File: src/rtl/flow_ctrl_pkg.sv
// ============================================================================
// Module   : flow_defs (package)
// Brief    : Shared encodings for the flow_ctrl light-chaser controller.
// Revision : 1.0 - initial release
// ============================================================================
`default_nettype none

package flow_defs;

    // Controller states; the encoding is exposed directly on the State port.
    typedef enum logic [1:0] {
        ST_INIT  = 2'b00,
        ST_FWD   = 2'b01,
        ST_BWD   = 2'b10,
        ST_PAUSE = 2'b11
    } state_t;

    // Display command codes driven on Dir.
    localparam logic [1:0] DIR_HOLD = 2'b00;
    localparam logic [1:0] DIR_HOME = 2'b01;
    localparam logic [1:0] DIR_DEC  = 2'b10;
    localparam logic [1:0] DIR_INC  = 2'b11;

    // Last lit position of the 16-light display.
    localparam logic [3:0] POS_MAX = 4'd15;

    // True in the states where the step counter runs.
    function automatic logic is_run(input state_t s);
        return (s == ST_FWD) || (s == ST_BWD);
    endfunction

endpackage

`default_nettype wire

File: src/rtl/flow_ctrl_btn_edge.sv
// ============================================================================
// Module   : btn_edge
// Brief    : Two-flop synchronizer followed by a rising-edge detector; emits
//            one single-cycle pulse per low-to-high transition of btn.
// Revision : 1.0 - initial release
// ============================================================================
`default_nettype none

module btn_edge (
    input  logic clk,
    input  logic rst,
    input  logic btn,
    output logic pulse
);

    logic sync1;
    logic sync2;
    logic prev;

    // Synchronize the asynchronous button and keep one delayed copy for edge detect.
    always_ff @(posedge clk) begin
        if (rst) begin
            sync1 <= 1'b0;
            sync2 <= 1'b0;
            prev  <= 1'b0;
        end else begin
            sync1 <= btn;
            sync2 <= sync1;
            prev  <= sync2;
        end
    end

    assign pulse = sync2 & ~prev;

endmodule

`default_nettype wire

File: src/rtl/flow_ctrl.sv
// ============================================================================
// Module   : flow_ctrl
// Brief    : Light-chaser controller: steps a 16-position display forward or
//            backward at a selectable rate, with pause, home and ping-pong.
// Revision : 1.0 - initial release
// ============================================================================
`default_nettype none

module flow_ctrl
    import flow_defs::*;
#(
    parameter int TICK_DIV = 25000000
) (
    input  logic       CLK_in,
    input  logic       RST_in,
    input  logic       Btn_fwd,
    input  logic       Btn_bwd,
    input  logic       Btn_pause,
    input  logic       Btn_home,
    input  logic       Bounce,
    input  logic [1:0] Speed,
    output logic [1:0] Dir,
    output logic [3:0] Pos,
    output logic [1:0] State,
    output logic       Tick
);

    localparam int              CNT_W   = $clog2(TICK_DIV);
    localparam logic [CNT_W-1:0] CNT_ONE = CNT_W'(1);

    state_t           state, state_n;
    state_t           pause_dir, pause_dir_n;
    logic [CNT_W-1:0] cnt, cnt_n;
    logic [3:0]       pos_n;
    logic [1:0]       dir_n;
    logic             tick_n;
    logic             pend_fwd, pend_bwd, pend_pause;
    logic             pend_fwd_n, pend_bwd_n, pend_pause_n;

    logic             p_fwd, p_bwd, p_pause, p_home;
    logic             cmd_fwd, cmd_bwd, cmd_pause, cmd_home;
    logic             go_fwd, go_bwd;
    logic [31:0]      term;
    logic             hit;

    btn_edge u_edge_fwd   (.clk(CLK_in), .rst(RST_in), .btn(Btn_fwd),   .pulse(p_fwd));
    btn_edge u_edge_bwd   (.clk(CLK_in), .rst(RST_in), .btn(Btn_bwd),   .pulse(p_bwd));
    btn_edge u_edge_pause (.clk(CLK_in), .rst(RST_in), .btn(Btn_pause), .pulse(p_pause));
    btn_edge u_edge_home  (.clk(CLK_in), .rst(RST_in), .btn(Btn_home),  .pulse(p_home));

    // Commands seen during the INIT cycle are replayed one cycle later.
    assign cmd_fwd   = p_fwd   | pend_fwd;
    assign cmd_bwd   = p_bwd   | pend_bwd;
    assign cmd_pause = p_pause | pend_pause;
    assign cmd_home  = p_home;

    // Simultaneous fwd and bwd cancel each other.
    assign go_fwd = cmd_fwd & ~cmd_bwd;
    assign go_bwd = cmd_bwd & ~cmd_fwd;

    // Terminal count follows Speed immediately, so a faster setting whose
    // terminal is already passed expires on the current cycle.
    assign term = (32'(TICK_DIV) >> Speed) - 32'd1;
    assign hit  = is_run(state) && (32'(cnt) >= term);

    assign State = state;

    // Next-state, step and counter decisions.
    always_comb begin
        state_n      = state;
        pause_dir_n  = pause_dir;
        cnt_n        = cnt;
        pos_n        = Pos;
        dir_n        = DIR_HOLD;
        tick_n       = 1'b0;
        pend_fwd_n   = 1'b0;
        pend_bwd_n   = 1'b0;
        pend_pause_n = 1'b0;

        if (cmd_home) begin
            state_n     = ST_INIT;
            pause_dir_n = ST_FWD;
            pos_n       = 4'd0;
            cnt_n       = '0;
        end else begin
            case (state)
                ST_INIT: begin
                    dir_n        = DIR_HOME;
                    pos_n        = 4'd0;
                    cnt_n        = '0;
                    state_n      = ST_FWD;
                    pend_fwd_n   = cmd_fwd;
                    pend_bwd_n   = cmd_bwd;
                    pend_pause_n = cmd_pause;
                end
                ST_FWD, ST_BWD: begin
                    if (cmd_pause) begin
                        state_n     = ST_PAUSE;
                        pause_dir_n = state;
                    end else if (go_fwd) begin
                        state_n = ST_FWD;
                    end else if (go_bwd) begin
                        state_n = ST_BWD;
                    end
                end
                default: begin
                    if (cmd_pause) begin
                        state_n = pause_dir;
                    end else if (go_fwd) begin
                        state_n = ST_FWD;
                    end else if (go_bwd) begin
                        state_n = ST_BWD;
                    end
                end
            endcase

            // Counter runs only while moving; entering PAUSE freezes it.
            if (is_run(state) && is_run(state_n)) begin
                if (hit) begin
                    cnt_n  = '0;
                    tick_n = 1'b1;
                    if (state_n == ST_FWD) begin
                        if (Pos == POS_MAX) begin
                            if (Bounce) begin
                                dir_n   = DIR_DEC;
                                pos_n   = POS_MAX - 4'd1;
                                state_n = ST_BWD;
                            end else begin
                                dir_n = DIR_INC;
                                pos_n = 4'd0;
                            end
                        end else begin
                            dir_n = DIR_INC;
                            pos_n = Pos + 4'd1;
                        end
                    end else begin
                        if (Pos == 4'd0) begin
                            if (Bounce) begin
                                dir_n   = DIR_INC;
                                pos_n   = 4'd1;
                                state_n = ST_FWD;
                            end else begin
                                dir_n = DIR_DEC;
                                pos_n = POS_MAX;
                            end
                        end else begin
                            dir_n = DIR_DEC;
                            pos_n = Pos - 4'd1;
                        end
                    end
                end else begin
                    cnt_n = cnt + CNT_ONE;
                end
            end
        end
    end

    // State, position, counter and registered outputs.
    always_ff @(posedge CLK_in) begin
        if (RST_in) begin
            state      <= ST_INIT;
            pause_dir  <= ST_FWD;
            cnt        <= '0;
            Pos        <= 4'd0;
            Dir        <= DIR_HOLD;
            Tick       <= 1'b0;
            pend_fwd   <= 1'b0;
            pend_bwd   <= 1'b0;
            pend_pause <= 1'b0;
        end else begin
            state      <= state_n;
            pause_dir  <= pause_dir_n;
            cnt        <= cnt_n;
            Pos        <= pos_n;
            Dir        <= dir_n;
            Tick       <= tick_n;
            pend_fwd   <= pend_fwd_n;
            pend_bwd   <= pend_bwd_n;
            pend_pause <= pend_pause_n;
        end
    end

endmodule

`default_nettype wire

File: config.mk
export PLATFORM = sky130hd
export DESIGN_NAME = flow_ctrl
export DESIGN_NICKNAME = d
export VERILOG_FILES = /design/src/rtl/flow_ctrl_pkg.sv /design/src/rtl/flow_ctrl_btn_edge.sv /design/src/rtl/flow_ctrl.sv
export SDC_FILE = /design/constraint.sdc
export NUM_CORES = 1
export LEC_CHECK = 0
export ABC_AREA = 1
export CAP_MARGIN = 10
export CORE_ASPECT_RATIO = 0.7
export CORE_MARGIN = 2
export CORE_UTILIZATION = 30
export DETAILED_ROUTE_END_ITERATION = 10
export SYNTH_ARGS = -nofsm -noshare
export SYNTH_HDL_FRONTEND = slang
export SYNTH_HIERARCHICAL = 1
export SYNTH_SLANG_ARGS = --single-unit
File: constraint.sdc
create_clock -name CLK_in -period 4.9 [get_ports CLK_in]
set_clock_uncertainty 0.2 [all_clocks]
set_input_delay 0.735 -clock CLK_in [delete_from_list [all_inputs] [get_ports CLK_in]]
set_output_delay 0.735 -clock CLK_in [all_outputs]
set_load 0.02 [all_outputs]
==> results of run 1 <==
-- metrics by stage --
step,hold slack [ns],worst slack [ns],util [%]
after floorplan,0.1883,2.119,-
after global placement,0.1906,1.347,33.81
after detailed placement,0.1920,1.379,33.81
after CTS,0.2024,1.475,35.37
after global routing,0.2274,1.179,35.37
final,0.2048,1.523,35.37
-- per-layer routing --
layer  track usage [%]  vias up  share of wire (%)
met3             2.222        4                3.4
met2             22.43       50                 44
li1                  -     1620                  -
met5                 0        -                  0
met1             17.49     1410                 52
met4             3.080        0               0.68
-- path summary, 6_finish.rpt --
| check | cells after the start | startpoint | end |
|---|---|---|---|
| setup / recovery | 11 | State[0] | cnt[7] |
| hold reg to reg | 2 | u_edge_pause/sync1 | u_edge_pause/sync2 |
| hold / removal | 2 | u_edge_pause/sync1 | u_edge_pause/sync2 |
| setup reg to reg | 11 | State[0] | cnt[7] |
-- critical path, stage by stage, from the launching register on --
cell	delay, ns
dfxtp_1	0.43
inv_1	0.07
ha_1	0.36
nand2_1	0.12
nand2_1	0.05
a21boi_0	0.29
inv_1	0.12
ha_1	0.38
nor2_8	0.11
nor2_2	0.79
nand2_1	0.15
a21oi_1	0.20
-- sequential cells by signal (all words and copies together), names as in the netlist, 2 cells and up --
signal and flops:
State 2, cnt 25, Pos 4, Dir 2
pause_dir 2
-- cell usage in the layout (no fill, tap or decap), types with 3 or more instances in the layout --
| master | instances |
|---|---|
| a21oi_1 | 33 |
| clkbuf_16 | 5 |
| nor3_1 | 5 |
| nand2_2 | 6 |
| ha_1 | 26 |
| nand3_1 | 17 |
| dfxtp_1 | 51 |
| inv_1 | 69 |
| a21oi_2 | 4 |
| nor2_1 | 74 |
| o21a_1 | 6 |
| nor2_4 | 4 |
| clkdlybuf4s50_1 | 17 |
| nand2_4 | 5 |
| inv_2 | 4 |
| nand3b_1 | 4 |
| nand2_1 | 134 |
| xor2_1 | 8 |
| nand4_1 | 5 |
| nand3_2 | 4 |
| xnor2_1 | 4 |
| nor2_2 | 3 |
| o21ai_0 | 11 |
| conb_1 | 3 |
-- kinds of logic (layout without fill, tap and decap cells) --
kind of cell	Yosys count	in the layout	synth area share, %
AO/OA/AOI/OAI	64	64	11.31
adder cells (fa/ha/maj)	26	26	9.486
buffers and inverters	83	98	9.303
flip-flops	51	51	29.77
other	2	3	0.2190
AND/OR/NAND/NOR	268	268	36.85
XOR/XNOR	12	12	3.065
-- final cells by class --
class	instances	area [um^2]
fill	1181	7168
tap	153	191.4
multi-input combinational	373	2093
timing repair buffer	17	170.2
clock inverter	3	47.55
sequential	51	1021
clock buffer	5	125.1
inverter	73	274.0
-- power by group through the flow --
stage / Clock, uW / Combinational (uW) / Sequential (uW)
finish: 407 / 161 / 430
global route: 431 / 181 / 431
CTS: 417 / 162 / 430
detailed placement: 0 / 161 / 440
global placement: 0 / 158 / 439
floorplan: 0 / 115 / 442
==> results.py, run 1 <==
metrics = {
    "critical_path": {
        "arrival_ns": 3.38,
        "cp_max_fo": 25,
        "ff2ff_setup_slack_ns": 1.52,
        "startpoint_type": "register",
        "required_ns": 4.90,
        "cp-end-kind": "register",
        "path_class": "register to register",
    },
    "logic_synthesis": {
        "synth_top_area_share_pct": 29.77,
        "syn_avg_cell_area_um2": 6.778,
        "synth.distinct_cells": 40,
        "yosys-top-cells-count": "nand2_1, nor2_1, inv_1",
        "seq_area_frac_synth_pct": 29.77,
        "synthArstFlopShare_pct": 0,
        "synth_largest_area_cell": "dfxtp_1",
        "synth-main-ff-cell": "dfxtp_1",
        "synth_enable_flop_cells": 0,
        "ys_ff_latch": 51,
        "synth_warnings": 6,
        "synth_cells": 506,
        "synth.most_common_cell": "nand2_1",
        "ys_top_cells_by_area": "dfxtp_1, nand2_1, ha_1",
        "synth_area_mm2": 0.003430,
    },
    "pwr": {
        "p_total_uw": 998.9,
        "p_int_uw": 718.2,
        "switchingPower_uw": 280.8,
        "pwr-share-clk_pct": 40.8,
        "comb_power_share_pct": 16.1,
        "power_frac_seq_pct": 43.1,
        "max-vdd-ir-drop_mv": 0.2032,
        "power.density_mw_per_mm2": 254.7,
        "p_leak_uw": 0.001783,
        "swShare_pct": 28.11,
    },
    "drt": {
        "drt_wl_total_um": 7749,
        "drc": 0,
        "wl_per_cell_um": 11.48,
        "antenna_left": 0,
        "drtIter0Drc": 218,
        "viasPerCell": 4.569,
        "first_pass_iters": 5,
        "num_vias": 3084,
    },
    "cts": {
        "cts_buffers": 5,
        "cts_sinks": 51,
        "cts_tree": "yes",
        "clk_pin_slew_ns": 0.07,
        "h-tree-depth": 2,
        "clk_latency_ns": 0.29,
        "cts_resized": 0,
        "ctsHoldBuffers": 0,
        "cts-root-buf": "clkbuf_16",
        "postCtsSetupBuffers": 0,
        "clock_path_buffers": 2,
    },
    "die": {
        "dieWidth_um": 131.8,
        "start_util_pct": 30.92,
        "dieHeight_um": 93.46,
        "rows": 32,
        "core_mm2": 0.01109,
        "dieArea_mm2": 0.01232,
        "ios": 18,
    },
    "sta": {
        "rsz0062_at_grt": "false",
        "maxSlewViolCount": 0,
        "min_period_over_period_pct": 68.92,
        "min_period_ns": 3.377,
        "fmax_mhz": 296.1,
        "worst_pin_slew_ns": 1.075,
        "fin_tns_setup_ns": 0,
        "hold_viol_final": 0,
        "relSlewSlack_pct": 28.23,
        "setup-violations-final": 0,
    },
    "layout": {
        "n_antenna_cell": 0,
        "area_growth_pct": 14.37,
        "layout.cells.non_filler": 675,
        "final_area_mm2": 0.003923,
        "drive_above_1_share_pct": 8.812,
        "nets": 556,
    },
    "placement": {
        "dp.cells": 667,
        "portBuffers": 17,
        "gp_routability_congestion": 0.8529,
        "placed_cell_area_mm2": 0.003750,
        "place_hpwl_um": 5812,
    },
    "run_status": {
        "outcome": "completed",
    },
    "grt": {
        "grt_max_degree": 31,
        "gr-usage-all-layers_pct": 13.16,
        "grt-ovfl-total": 0,
        "grt_pass1_wl_um": 13300,
        "antenna_found_initial": 0,
        "grt_pass1_vias": 2825,
    },
    "min_path": {
        "hp-class": "register to register",
    },
    "run": {
        "maxCapViolations": 0,
    },
}
Power figures use the tool's default switching activity.
==> run 2: changes to the inputs <==
==> constraint.sdc (replaced) <==
create_clock -name CLK_in -period 2.73 [get_ports CLK_in]
set_clock_uncertainty 0.2 [all_clocks]
set_input_delay 0.4095 -clock CLK_in [delete_from_list [all_inputs] [get_ports CLK_in]]
set_output_delay 0.4095 -clock CLK_in [all_outputs]
set_load 0.02 [all_outputs]
==> run 2 against run 1 <==
Effect of this change: largest power group unchanged; critical path depth up 4; worst setup slack worse by 1.3 ns; cell count rose by 4.3%; first-iteration DRC count grew 12%; sequential power is 79% higher; count of clock-buffer cells in the layout stayed put; global-route usage is 0.081 points higher; routed wire length increased by 2.4%; non-clock buffer count rose by 28; die area is the same; flip-flop and latch count did not move.
==> results.py, run 2 (synthesis results as in run 1) <==
metrics = {
    "pwr": {
        "power.density_mw_per_mm2": 433.5,
        "p_leak_uw": 0.001937,
        "p_total_uw": 1799,
        "max-vdd-ir-drop_mv": 0.2612,
    },
    "placement": {
        "gp_routability_congestion": 0.8737,
        "portBuffers": 17,
        "place_hpwl_um": 5994,
    },
    "sta": {
        "hold_viol_final": 0,
        "setup-violations-final": 0,
        "rsz0062_at_grt": "false",
        "fmax_mhz": 399.8,
        "fin_tns_setup_ns": 0,
        "maxSlewViolCount": 0,
        "min_period_ns": 2.501,
        "min_period_over_period_pct": 91.63,
    },
    "min_path": {
        "hold_end": "u_edge_bwd/sync2",
        "holdCritStartpoint": "u_edge_bwd/sync1",
        "hp-class": "register to register",
        "min_path_cells": 2,
    },
    "drt": {
        "num_vias": 3125,
        "first_pass_iters": 4,
        "drtIter0Drc": 244,
        "antenna_left": 0,
        "drt_wl_total_um": 7934,
        "wl_per_cell_um": 11.27,
        "viasPerCell": 4.439,
        "drc": 0,
    },
    "cts": {
        "clock_path_buffers": 2,
        "cts_tree": "yes",
        "h-tree-depth": 2,
        "clk_latency_ns": 0.29,
        "cts_buffers": 5,
        "ctsHoldBuffers": 0,
        "cts-root-buf": "clkbuf_16",
        "cts_sinks": 51,
        "clk_pin_slew_ns": 0.07,
    },
    "run": {
        "maxCapViolations": 0,
    },
    "layout": {
        "area_growth_pct": 20.98,
        "largest_reg_flops": 25,
        "largestRegisters": "cnt (25), Pos (4)",
        "fin_util_pct": 37.41,
        "layout_common_cells": "nand2_1, nor2_1, inv_1",
        "multi_input_area_mm2": 0.002108,
        "nets": 585,
        "regArea_mm2": 0.001021,
        "top_register": "cnt",
        "drive_above_1_share_pct": 13.97,
        "layout_commonest_cell": "nand2_1",
        "n_antenna_cell": 0,
        "nFillCells": 1165,
    },
    "critical_path": {
        "cp_max_fo": 9,
        "reg2reg_from": "u_edge_fwd/sync2",
        "cpMaxStageDelayCell": "ha_1",
        "rr_endpoint": "State[0]",
        "ff2ff_setup_slack_ns": 0.23,
        "crit_start": "u_edge_fwd/sync2",
        "arrival_ns": 2.53,
        "startpoint_type": "register",
        "path_class": "register to register",
        "critical_path_buf_inv_count": 3,
        "crit_family": "simple AND/OR/NAND/NOR gates",
        "required_ns": 2.76,
        "cp_slowest_stage_delay_ns": 0.36,
        "crit_path_cell_trace": "inv_1 > nor2_1 > nor2_1 > o21ai_0 > nand2_1 > nand3_1 > a21boi_1 > inv_1 > ha_1 > nor2_8 > buf_4 > nand2_4 > nand2_2 > nand2_2 > a21oi_2",
        "reg2reg_depth": 15,
        "cp-end-kind": "register",
    },
    "die": {
        "ios": 18,
        "dieHeight_um": 93.46,
        "start_util_pct": 30.92,
        "dieArea_mm2": 0.01232,
        "rows": 32,
        "core_mm2": 0.01109,
        "dieWidth_um": 131.8,
    },
    "grt": {
        "gr-usage-all-layers_pct": 13.24,
        "grt-ovfl-total": 0,
        "antenna_found_initial": 0,
        "grt_max_degree": 26,
        "grt_pass1_wl_um": 13380,
        "grt_pass1_vias": 2879,
    },
    "run_status": {
        "outcome": "completed",
    },
}
-- run 2: cell count changes in the layout (fill, tap and decap cells not counted), sizes merged --
cell	change
bufinv	-1
clkinv	+1
nand3	+1
dlymetal6s2s	+2
buf	+28
clkdlybuf4s50	-2
-- run 2: worst reg2reg max path, cell delays in order (launching register included) --
cell and delay [ns]:
dfxtp_1 0.30, inv_1 0.07, nor2_1 0.06, nor2_1 0.11
o21ai_0 0.16, nand2_1 0.10, nand3_1 0.07, a21boi_1 0.21
inv_1 0.09, ha_1 0.36, nor2_8 0.20, buf_4 0.21
nand2_4 0.11, nand2_2 0.08, nand2_2 0.04, a21oi_2 0.09
-- run 2: worst max path at each step --
stage               slack, ns        to  cells after the start
floorplan               0.009    cnt[6]                     13
CTS                      0.09    cnt[2]                     14
global placement        -0.13   cnt[16]                     13
global route             0.03   cnt[18]                     15
detailed placement      -0.19    cnt[2]                     13
finish                   0.23  State[0]                     15
-- run 2: layout make-up --
type | count | share of cell area, %
multi-input cells | 374 | 50.81
repair buffers | 45 | 9.590
inverters | 73 | 6.665
well taps | 153 | 4.614
clock buffers | 5 | 3.016
flip-flops and latches | 51 | 24.61
clock inverters | 3 | 0.6936
-- run 2: per-layer routing --
layer | global-route usage [%] | vias up | wire length (um) | part of all wire [%]
met2 | 22.29 | 41 | 3475 | 44
met1 | 18.14 | 1407 | 4126 | 52
met4 | 2.174 | 0 | 34 | 0.43
met5 | 0 | - | 0 | 0
met3 | 2.222 | 2 | 297 | 3.7
li1 | - | 1675 | - | -
-- run 2: timing repair --
item,CTS,global route
setup buffers,0,4
resized for setup,0,6
setup endpoints to repair,0,31
-- run 2: power by group --
| part | switching, uW | internal, uW | total (uW) |
|---|---|---|---|
| sequential | 6.86 | 762 | 769 |
| clock | 313 | 351 | 663 |
| combinational | 224 | 143 | 367 |
| total | 543 | 1260 | 1800 |
-- run 2: stage by stage --
stage               cells  worst slack (ns)  instance area (um^2)  hold WS [ns]
global placement      691           -0.1258                  3943        0.1904
CTS                   699           0.09056                  4096        0.2051
floorplan             507          0.009173                  3435        0.1883
finish                704            0.2286                  4149        0.2019
detailed placement    691           -0.1936                  3943        0.1946
global route          704           0.03043                  4149        0.2296
==> run 3: changes to the inputs <==
--- a/config.mk
+++ b/config.mk
@@ -11,6 +11,7 @@
 export CORE_MARGIN = 2
 export CORE_UTILIZATION = 30
 export DETAILED_ROUTE_END_ITERATION = 10
+export GPL_ROUTABILITY_DRIVEN = 0
 export SYNTH_ARGS = -nofsm -noshare
 export SYNTH_HDL_FRONTEND = slang
 export SYNTH_HIERARCHICAL = 1
==> results of run 3 <==
The final DEF is identical to that of run 2; final timing and power are the same.
